<file path="src/rtl/uart_pkg.sv">
// Shared constants and FSM encoding for the UART transmit arbiter.
package uart_pkg;
  localparam int BYTE_W              = 8;
  localparam int N_REQ_DEFAULT       = 4;
  localparam int MAX_PKT_LEN_DEFAULT = 256;
  localparam int CNT_W               = 9;

  typedef enum logic {
    ST_IDLE = 1'b0,
    ST_XFER = 1'b1
  } state_t;
endpackage

</file>
<file path="src/rtl/rr_arbiter.sv">
// Combinational round-robin pick: first asserted request strictly after ptr,
// wrapping modulo N; ptr itself has the lowest priority.
module rr_arbiter #(
  parameter  int N     = 4,
  localparam int IDX_W = (N > 1) ? $clog2(N) : 1
) (
  input  logic [N-1:0]     req,
  input  logic [IDX_W-1:0] ptr,
  output logic [IDX_W-1:0] idx,
  output logic             any
);

  logic [IDX_W-1:0] cand;

  // Walk from the farthest candidate to the nearest so the nearest hit wins.
  always_comb begin
    // NOTE: every comb output gets a default first so no path leaves it unassigned (no latch).
    idx  = '0;
    any  = 1'b0;
    cand = '0;
    for (int i = N; i >= 1; i--) begin
      cand = IDX_W'((int'(ptr) + i) % N);
      if (req[cand]) begin
        idx = cand;
        any = 1'b1;
      end
    end
  end

endmodule

</file>
<file path="src/rtl/uart_tx_arbiter.sv">
// Packet-level round-robin arbiter feeding N byte streams into one UART TX buffer,
// at most one byte per two clocks, with forced release at MAX_PKT_LEN bytes.
module uart_tx_arbiter
  import uart_pkg::*;
#(
  parameter  int N_REQ       = N_REQ_DEFAULT,
  parameter  int MAX_PKT_LEN = MAX_PKT_LEN_DEFAULT,
  localparam int IDX_W       = (N_REQ > 1) ? $clog2(N_REQ) : 1
) (
  input  logic                      clk,
  input  logic                      reset,
  input  logic [N_REQ-1:0]          req_valid,
  input  logic [BYTE_W*N_REQ-1:0]   req_data,
  input  logic [N_REQ-1:0]          req_last,
  output logic [N_REQ-1:0]          req_ready,
  output logic [BYTE_W-1:0]         tx_data_in,
  output logic                      write_tx_data,
  input  logic                      tx_buffer_full,
  output logic [IDX_W-1:0]          grant_id,
  output logic                      busy,
  output logic                      pkt_abort
);

  state_t              state_q, state_d;
  logic [IDX_W-1:0]    grant_q, grant_d;
  logic [IDX_W-1:0]    rr_ptr_q, rr_ptr_d;
  logic [CNT_W-1:0]    cnt_q, cnt_d;
  logic                wr_q, wr_d;
  logic [BYTE_W-1:0]   data_q, data_d;
  logic                abort_q, abort_d;
  logic                end_q, end_d;

  logic [IDX_W-1:0]    pick_idx;
  logic                pick_any;
  logic [BYTE_W-1:0]   sel_data;
  logic                sel_last;
  logic                xfer;
  logic [CNT_W-1:0]    cnt_inc;
  logic                at_max;

  rr_arbiter #(.N(N_REQ)) u_rr (
    .req (req_valid),
    .ptr (rr_ptr_q),
    .idx (pick_idx),
    .any (pick_any)
  );

  always_comb begin
    sel_data = '0;
    sel_last = 1'b0;
    for (int i = 0; i < N_REQ; i++) begin
      if (grant_q == IDX_W'(i)) begin
        sel_data = req_data[i*BYTE_W +: BYTE_W];
        sel_last = req_last[i];
      end
    end
  end

  assign xfer    = (state_q == ST_XFER) & req_valid[grant_q] & req_ready[grant_q];
  assign cnt_inc = cnt_q + CNT_W'(1);
  assign at_max  = (cnt_inc == CNT_W'(MAX_PKT_LEN));

  // Every flop, including the control state, is cleared so a reset mid-packet drops it cleanly.
  always_ff @(posedge clk or posedge reset) begin
    if (reset) begin
      state_q  <= ST_IDLE;
      grant_q  <= '0;
      rr_ptr_q <= IDX_W'(N_REQ - 1);
      cnt_q    <= '0;
      wr_q     <= 1'b0;
      data_q   <= '0;
      abort_q  <= 1'b0;
      end_q    <= 1'b0;
    end else begin
      // NOTE: non-blocking assignments so all flops update from pre-edge values.
      state_q  <= state_d;
      grant_q  <= grant_d;
      rr_ptr_q <= rr_ptr_d;
      cnt_q    <= cnt_d;
      wr_q     <= wr_d;
      data_q   <= data_d;
      abort_q  <= abort_d;
      end_q    <= end_d;
    end
  end

  // end_q marks the write cycle of a packet's final byte; release happens after it.
  always_comb begin
    state_d  = state_q;
    grant_d  = grant_q;
    rr_ptr_d = rr_ptr_q;
    cnt_d    = cnt_q;
    wr_d     = 1'b0;
    data_d   = data_q;
    abort_d  = 1'b0;
    end_d    = 1'b0;
    unique case (state_q)
      ST_IDLE: begin
        if (pick_any) begin
          grant_d = pick_idx;
          cnt_d   = '0;
          state_d = ST_XFER;
        end
      end
      ST_XFER: begin
        if (end_q) begin
          state_d  = ST_IDLE;
          rr_ptr_d = grant_q;
        end else if (xfer) begin
          wr_d    = 1'b1;
          data_d  = sel_data;
          cnt_d   = cnt_inc;
          end_d   = sel_last | at_max;
          abort_d = ~sel_last & at_max;
        end
      end
      default: state_d = ST_IDLE;
    endcase
  end

  // Blocking on wr_q enforces the one-byte-per-two-clocks pacing.
  always_comb begin
    req_ready = '0;
    if (state_q == ST_XFER) begin
      req_ready[grant_q] = ~tx_buffer_full & ~wr_q;
    end
  end

  assign busy          = (state_q == ST_XFER);
  assign grant_id      = grant_q;
  assign write_tx_data = wr_q;
  assign tx_data_in    = data_q;
  assign pkt_abort     = abort_q;

endmodule

</file>
<file path="config.mk">
export PLATFORM = sky130hd
export DESIGN_NAME = uart_tx_arbiter
export DESIGN_NICKNAME = d
export VERILOG_FILES = /design/src/rtl/uart_pkg.sv /design/src/rtl/rr_arbiter.sv /design/src/rtl/uart_tx_arbiter.sv
export SDC_FILE = /design/constraint.sdc
export NUM_CORES = 1
export LEC_CHECK = 0
export CAP_MARGIN = 10
export CORE_MARGIN = 5
export CORE_UTILIZATION = 35
export DETAILED_ROUTE_END_ITERATION = 16
export GPL_ROUTABILITY_DRIVEN = 0
export GPL_TIMING_DRIVEN = 0
export PLACE_DENSITY = 0.69
export RECOVER_POWER = 25
export SLEW_MARGIN = 10
export SYNTH_ARGS = -nofsm -noshare
export SYNTH_HDL_FRONTEND = slang
export SYNTH_SLANG_ARGS = --single-unit
</file>
<file path="constraint.sdc">
create_clock -name clk -period 1.6 [get_ports clk]
set_input_delay 0.24 -clock clk [delete_from_list [all_inputs] [get_ports clk]]
set_output_delay 0.24 -clock clk [all_outputs]
set_load 0.02 [all_outputs]
</file>
==> results of run 1 <==
==> flip-flops by register name (all words and copies together) (netlist names) <==
signal and flops:
busy 1, cnt_q 9, end_q 1, grant_id 2, pkt_abort 1, rr_ptr_q 2, tx_data_in 8, write_tx_data 1
==> power groups by stage <==
stage | clock network [mW] | registers [mW] | logic [mW]
3_3_place_gp | 0 | 1.03 | 2.06
4_1_cts | 0.384 | 1.01 | 2.52
2_1_floorplan | 0 | 1.19 | 1.21
5_1_grt | 0.415 | 1.04 | 2.83
3_5_place_dp | 0 | 1.03 | 2.08
6_report | 0.371 | 1.02 | 2.65
==> worst max-delay path, cell delays in order, from the launching register on <==
cell      delay [ps]
dfrtp_2          400
mux4_2           540
nand3b_4         140
inv_6             60
buf_8            130
mux2_4           290
==> kinds of logic (layout without fill, tap and decap cells) <==
| logic type | after synthesis | count (layout) | synth area share |
|---|---|---|---|
| DFF | 25 | 25 | 0.4039 |
| AOI/OAI and AO/OA | 26 | 27 | 0.1054 |
| buffers and inverters | 15 | 95 | 0.04987 |
| xor gates and xnor gates | 6 | 6 | 0.03380 |
| and+or+nand+nor | 45 | 45 | 0.1464 |
| adders and majority gates | 2 | 2 | 0.01609 |
| muxes | 22 | 22 | 0.2446 |
==> routing by layer <==
layer	track usage	part of all wire
met5	0	0
met4	0.04021	0.019
met3	0.03162	0.044
met2	0.2572	0.52
met1	0.2040	0.42
==> Yosys cell counts, types with 3 or more instances <==
master	instances	area, µm²
dfrtp_1	23	575.6
inv_1	4	15.01
o21ai_0	8	40.04
xnor2_1	3	26.28
a21oi_1	6	30.03
xor2_1	3	26.28
nor2_1	14	52.55
nand2_1	11	41.29
mux2_4	6	90.09
mux2_2	4	45.04
nor3_1	3	15.01
mux4_2	10	225.2
buf_2	5	25.02
nand3_1	4	20.02
==> final timing paths <==
path	from	to	slack, ps	cells after the start
worst min-delay path	req_valid[2]	grant_id[1]	360	3
min in group asynchronous	reset	cnt_q[5]	620	2
worst min register to register	tx_data_in[6]	tx_data_in[6]	510	1
max in group asynchronous	reset	busy	330	2
worst max-delay path	grant_id[0]	tx_data_in[3]	-80	5
worst max register to register	grant_id[0]	tx_data_in[3]	-80	5
==> final cells by class <==
cell class              count  area (µm²)
flip-flops and latches     25       631.9
multi-input cells         102       949.7
fillers                   365        1772
well taps                  52       65.06
repair buffers             77       754.5
plain buffers               9       81.33
clock inverters             1       5.005
clock buffers               3       41.29
inverters                   5       23.77
==> repair_timing <==
action | in CTS | in global routing
endpoints found under the setup margin | 24 | 24
buffers inserted | 12 | 4
pin swaps | 4 | 6
gates resized for setup | 40 | 21
gates cloned | 3 | 0
==> stage by stage <==
stage	setup slack [ps]	power, mW	area [µm²]	cells
4_1_cts	-142.7	3.916	2459	271
2_1_floorplan	-189.5	2.403	1563	141
3_3_place_gp	-525.2	3.086	2218	252
6_report	-82.41	4.038	2552	274
3_5_place_dp	-511.8	3.107	2218	252
5_1_grt	-143.4	4.289	2552	274
==> results.ini, run 1 <==
[routing]
via_per_inst = 5.237
ant_nets = 0
wirelength_um = 4628
dr.pass1.iters = 4
drt_drc_violations_left = 0
vias = 1435
wl_per_cell_um = 16.89
drtIter0Drc = 119

[status]
violations = negative setup slack
outcome = finished with violations

[clocking]
cts_max_level = 1
hold_buffers = 0
tritoncts = yes
clockBufferDepth = 2
clock_sinks = 25
cts.clk_slew.worst_paths_ps = 80
clkLatencyLatePin_ps = 260
cts-buffers-inserted = 3
cts-root-buf = clkbuf_8

[floorplanning]
initial_core_util = 0.3597
rows = 24
die_w_um = 76.66
die-area_um2 = 5877
core-area_um2 = 4324
io_pins = 60
die_h_um = 76.66

[power]
switchingPower_mw = 1.538
clkPwrFrac = 0.092
p_comb_frac = 0.656
seqPwrFrac = 0.252
p_int_mw = 2.500
peakVddDrop_v = 0.0009389
power.density_nw_per_um2 = 1582
leakage_nw = 1.097
swShare = 0.3809

[global_routing]
grt_pass1_vias = 1457
grt_first_pass_wirelength_um = 7479
antenna_found_initial = 0
globalRoute.totalOverflow = 0
grt_usage = 0.1546
grt_max_degree = 26

[critical_path]
cp-end-kind = register
worst-path-max-fanout = 5
path_class = register to register
required_ps = 1750
critPathLaunchType = register
arrival_ps = 1840

[logic_synthesis]
synth.distinct_cells = 40
netlist_instances = 141
synth_nets = 186
synth.cell_area_um2 = 1555
synth_ff_type = dfrtp_1
ys_seq_elements = 25
syn_area_per_cell_um2 = 11.03
synth-edff-count = 0
yosysSeqAreaShare = 0.4039
yosys_warnings = 0
async_reset_ff_frac = 1.000

[finish]
diodes = 0
final_util = 0.5903
mostFrequentLayoutCells = 47 x clkdlybuf4s50_1, 20 x dfrtp_1, 17 x buf_4
nets = 268
layout_commonest_cell = clkdlybuf4s50_1
area_growth_pct = 64.12
drive_above_1_share = 0.3333

[timing]
holdWs_ps = 361.4
drv_slew = 0
fin_skew_ps = 2.438
slew_headroom = 0.3651
timing.fmax_ghz = 0.5944
fin_setup_tns_ps = -762.3
finalHoldViolations = 0
period_share = 1.052
fin_ws_ps = -82.41
min_period_ps = 1682
rsz0062_at_grt = true
worst_pin_slew_ps = 951.3
setup_viol = 18

[placement]
io_buffers = 59
place_hpwl_um = 3006

[flow_run]
drv_cap = 0

[min_path]
hp-class = input pin to register

(Power assumes the default switching activity.)
==> run 2, diff against run 1 <==
Settings changed: CORE_MARGIN 5 to not set, CTS_CLUSTER_DIAMETER set to 30.
==> results.ini, run 2 (synthesis gave the netlist of run 1 again) <==
[status]
outcome = finished with violations
violations = negative setup slack

[clocking]
hold_buffers = 0
cts-buffers-inserted = 3
cts-root-buf = clkbuf_8
tritoncts = yes
clockBufferDepth = 2
cts_max_level = 1
cts.clk_slew.worst_paths_ps = 90
clkLatencyLatePin_ps = 270
clock_sinks = 25

[floorplanning]
die_h_um = 68.66
io_pins = 60
initial_core_util = 0.3753
core-area_um2 = 4144
rows = 23
die-area_um2 = 4714
die_w_um = 68.66

[timing]
fin_ws_ps = -178.9
finalHoldViolations = 0
drv_slew = 0
min_period_ps = 1779
rsz0062_at_grt = true
setup_viol = 20
period_share = 1.112
holdWs_ps = 499.2
fin_skew_ps = 2.384
worst_pin_slew_ps = 1008
timing.fmax_ghz = 0.5621
slew_headroom = 0.3275

[power]
leakage_nw = 1.073
swShare = 0.3776
power_mw = 3.992
p_comb_frac = 0.645
switchingPower_mw = 1.507
seqPwrFrac = 0.258
power.density_nw_per_um2 = 1549
peakVddDrop_v = 0.0008977
p_int_mw = 2.484
clkPwrFrac = 0.098

[finish]
fillers = 324
regArea_um2 = 631.9
top_register = cnt_q
diodes = 0
multi_input_area_um2 = 959.7
area_growth_pct = 65.73
mostFrequentLayoutCells = 52 x clkdlybuf4s50_1, 21 x buf_4, 20 x dfrtp_1
nets = 271
largest_register_ff_count = 9
layout_commonest_cell = clkdlybuf4s50_1
drive_above_1_share = 0.3556
final_util = 0.6220

[routing]
dr.pass1.iters = 4
drtIter0Drc = 85
ant_nets = 0
wl_per_cell_um = 15.61
wirelength_um = 4293
vias = 1471
drt_drc_violations_left = 0
via_per_inst = 5.349

[global_routing]
globalRoute.totalOverflow = 0
grt_pass1_vias = 1499
antenna_found_initial = 0
grt_max_degree = 26
grt_usage = 0.1970
grt_first_pass_wirelength_um = 6803

[critical_path]
worstReg2RegStart = grant_id[0]
arrival_ps = 1940
cp-end-kind = register
required_ps = 1770
worst-path-max-fanout = 6
path_class = input pin to register
path_cells = clkdlybuf4s50_1 > mux4_2 > nand3b_4 > inv_6 > buf_8 > mux2_4
reg2reg_setup_slack_ps = -140
reg2regPathDepth = 6
r2r-end = tx_data_in[3]
critPathLaunchType = input pin
crit_path_max_incr_delay_ps = 570
crit_slowest_cell = mux4_2

[flow_run]
drv_cap = 0

[placement]
io_buffers = 59
place_hpwl_um = 2828

[min_path]
hp-class = register to register
hold_end = busy
min_from = end_q
whs_path_depth = 1

-- run 2: worst max-delay path by stage --
stage	end	start
after floorplan	tx_data_in[0]	grant_id[0]
after global placement	req_ready[0]	tx_buffer_full
final	tx_data_in[3]	req_valid[3]
after detailed placement	req_ready[0]	tx_buffer_full
after CTS	tx_data_in[3]	grant_id[0]
after global routing	tx_data_in[3]	grant_id[0]
-- run 2: through the flow --
step | TNS, ps | area, µm² | std cells | worst slack (ps)
floorplan | -1823 | 1563 | 141 | -189.5
global placement | -8412 | 2216 | 250 | -468.4
detailed placement | -8981 | 2216 | 250 | -482.7
CTS | -1534 | 2486 | 271 | -129.0
global route | -2851 | 2577 | 275 | -180.1
finish | -2234 | 2577 | 275 | -178.9
-- run 2: final cells by class --
| cell class | instances | share of cell area |
|---|---|---|
| Buffer | 10 | 0.03301 |
| Multi-Input combinational cell | 102 | 0.3723 |
| Inverter | 5 | 0.009223 |
| Clock buffer | 4 | 0.01748 |
| Tap cell | 50 | 0.02427 |
| Sequential cell | 25 | 0.2451 |
| Timing Repair Buffer | 79 | 0.2985 |
-- run 2: critical path: cells and delay by family --
family	cells	cell delay (ps)
multiplexers	2	860
buffers and inverters	3	700
AND/OR/NAND/NOR	1	130
-- run 2: power by group through the flow --
stage	sequential [mW]	combinational, mW	clock [mW]
2_1_floorplan	1.19	1.21	0
3_3_place_gp	1.04	2.02	0
3_5_place_dp	1.04	2.04	0
4_1_cts	1.02	2.48	0.402
5_1_grt	1.06	2.76	0.430
6_report	1.03	2.57	0.391
-- run 2: timing repair --
action | CTS | global route
setup buffers | 14 | 4
cloned | 3 | 0
setup endpoints to repair | 24 | 25
resized for setup | 40 | 20
pin swaps | 7 | 15
-- run 2: layer usage --
| metal | GRT usage | wire length, µm | vias up | share of wire |
|---|---|---|---|---|
| met5 | 0 | 0 | - | 0 |
| met4 | 0.03906 | 30 | 0 | 0.0070 |
| met3 | 0.04770 | 249 | 5 | 0.058 |
| met2 | 0.3603 | 2361 | 66 | 0.55 |
| met1 | 0.2321 | 1652 | 716 | 0.38 |
| li1 | - | - | 684 | - |
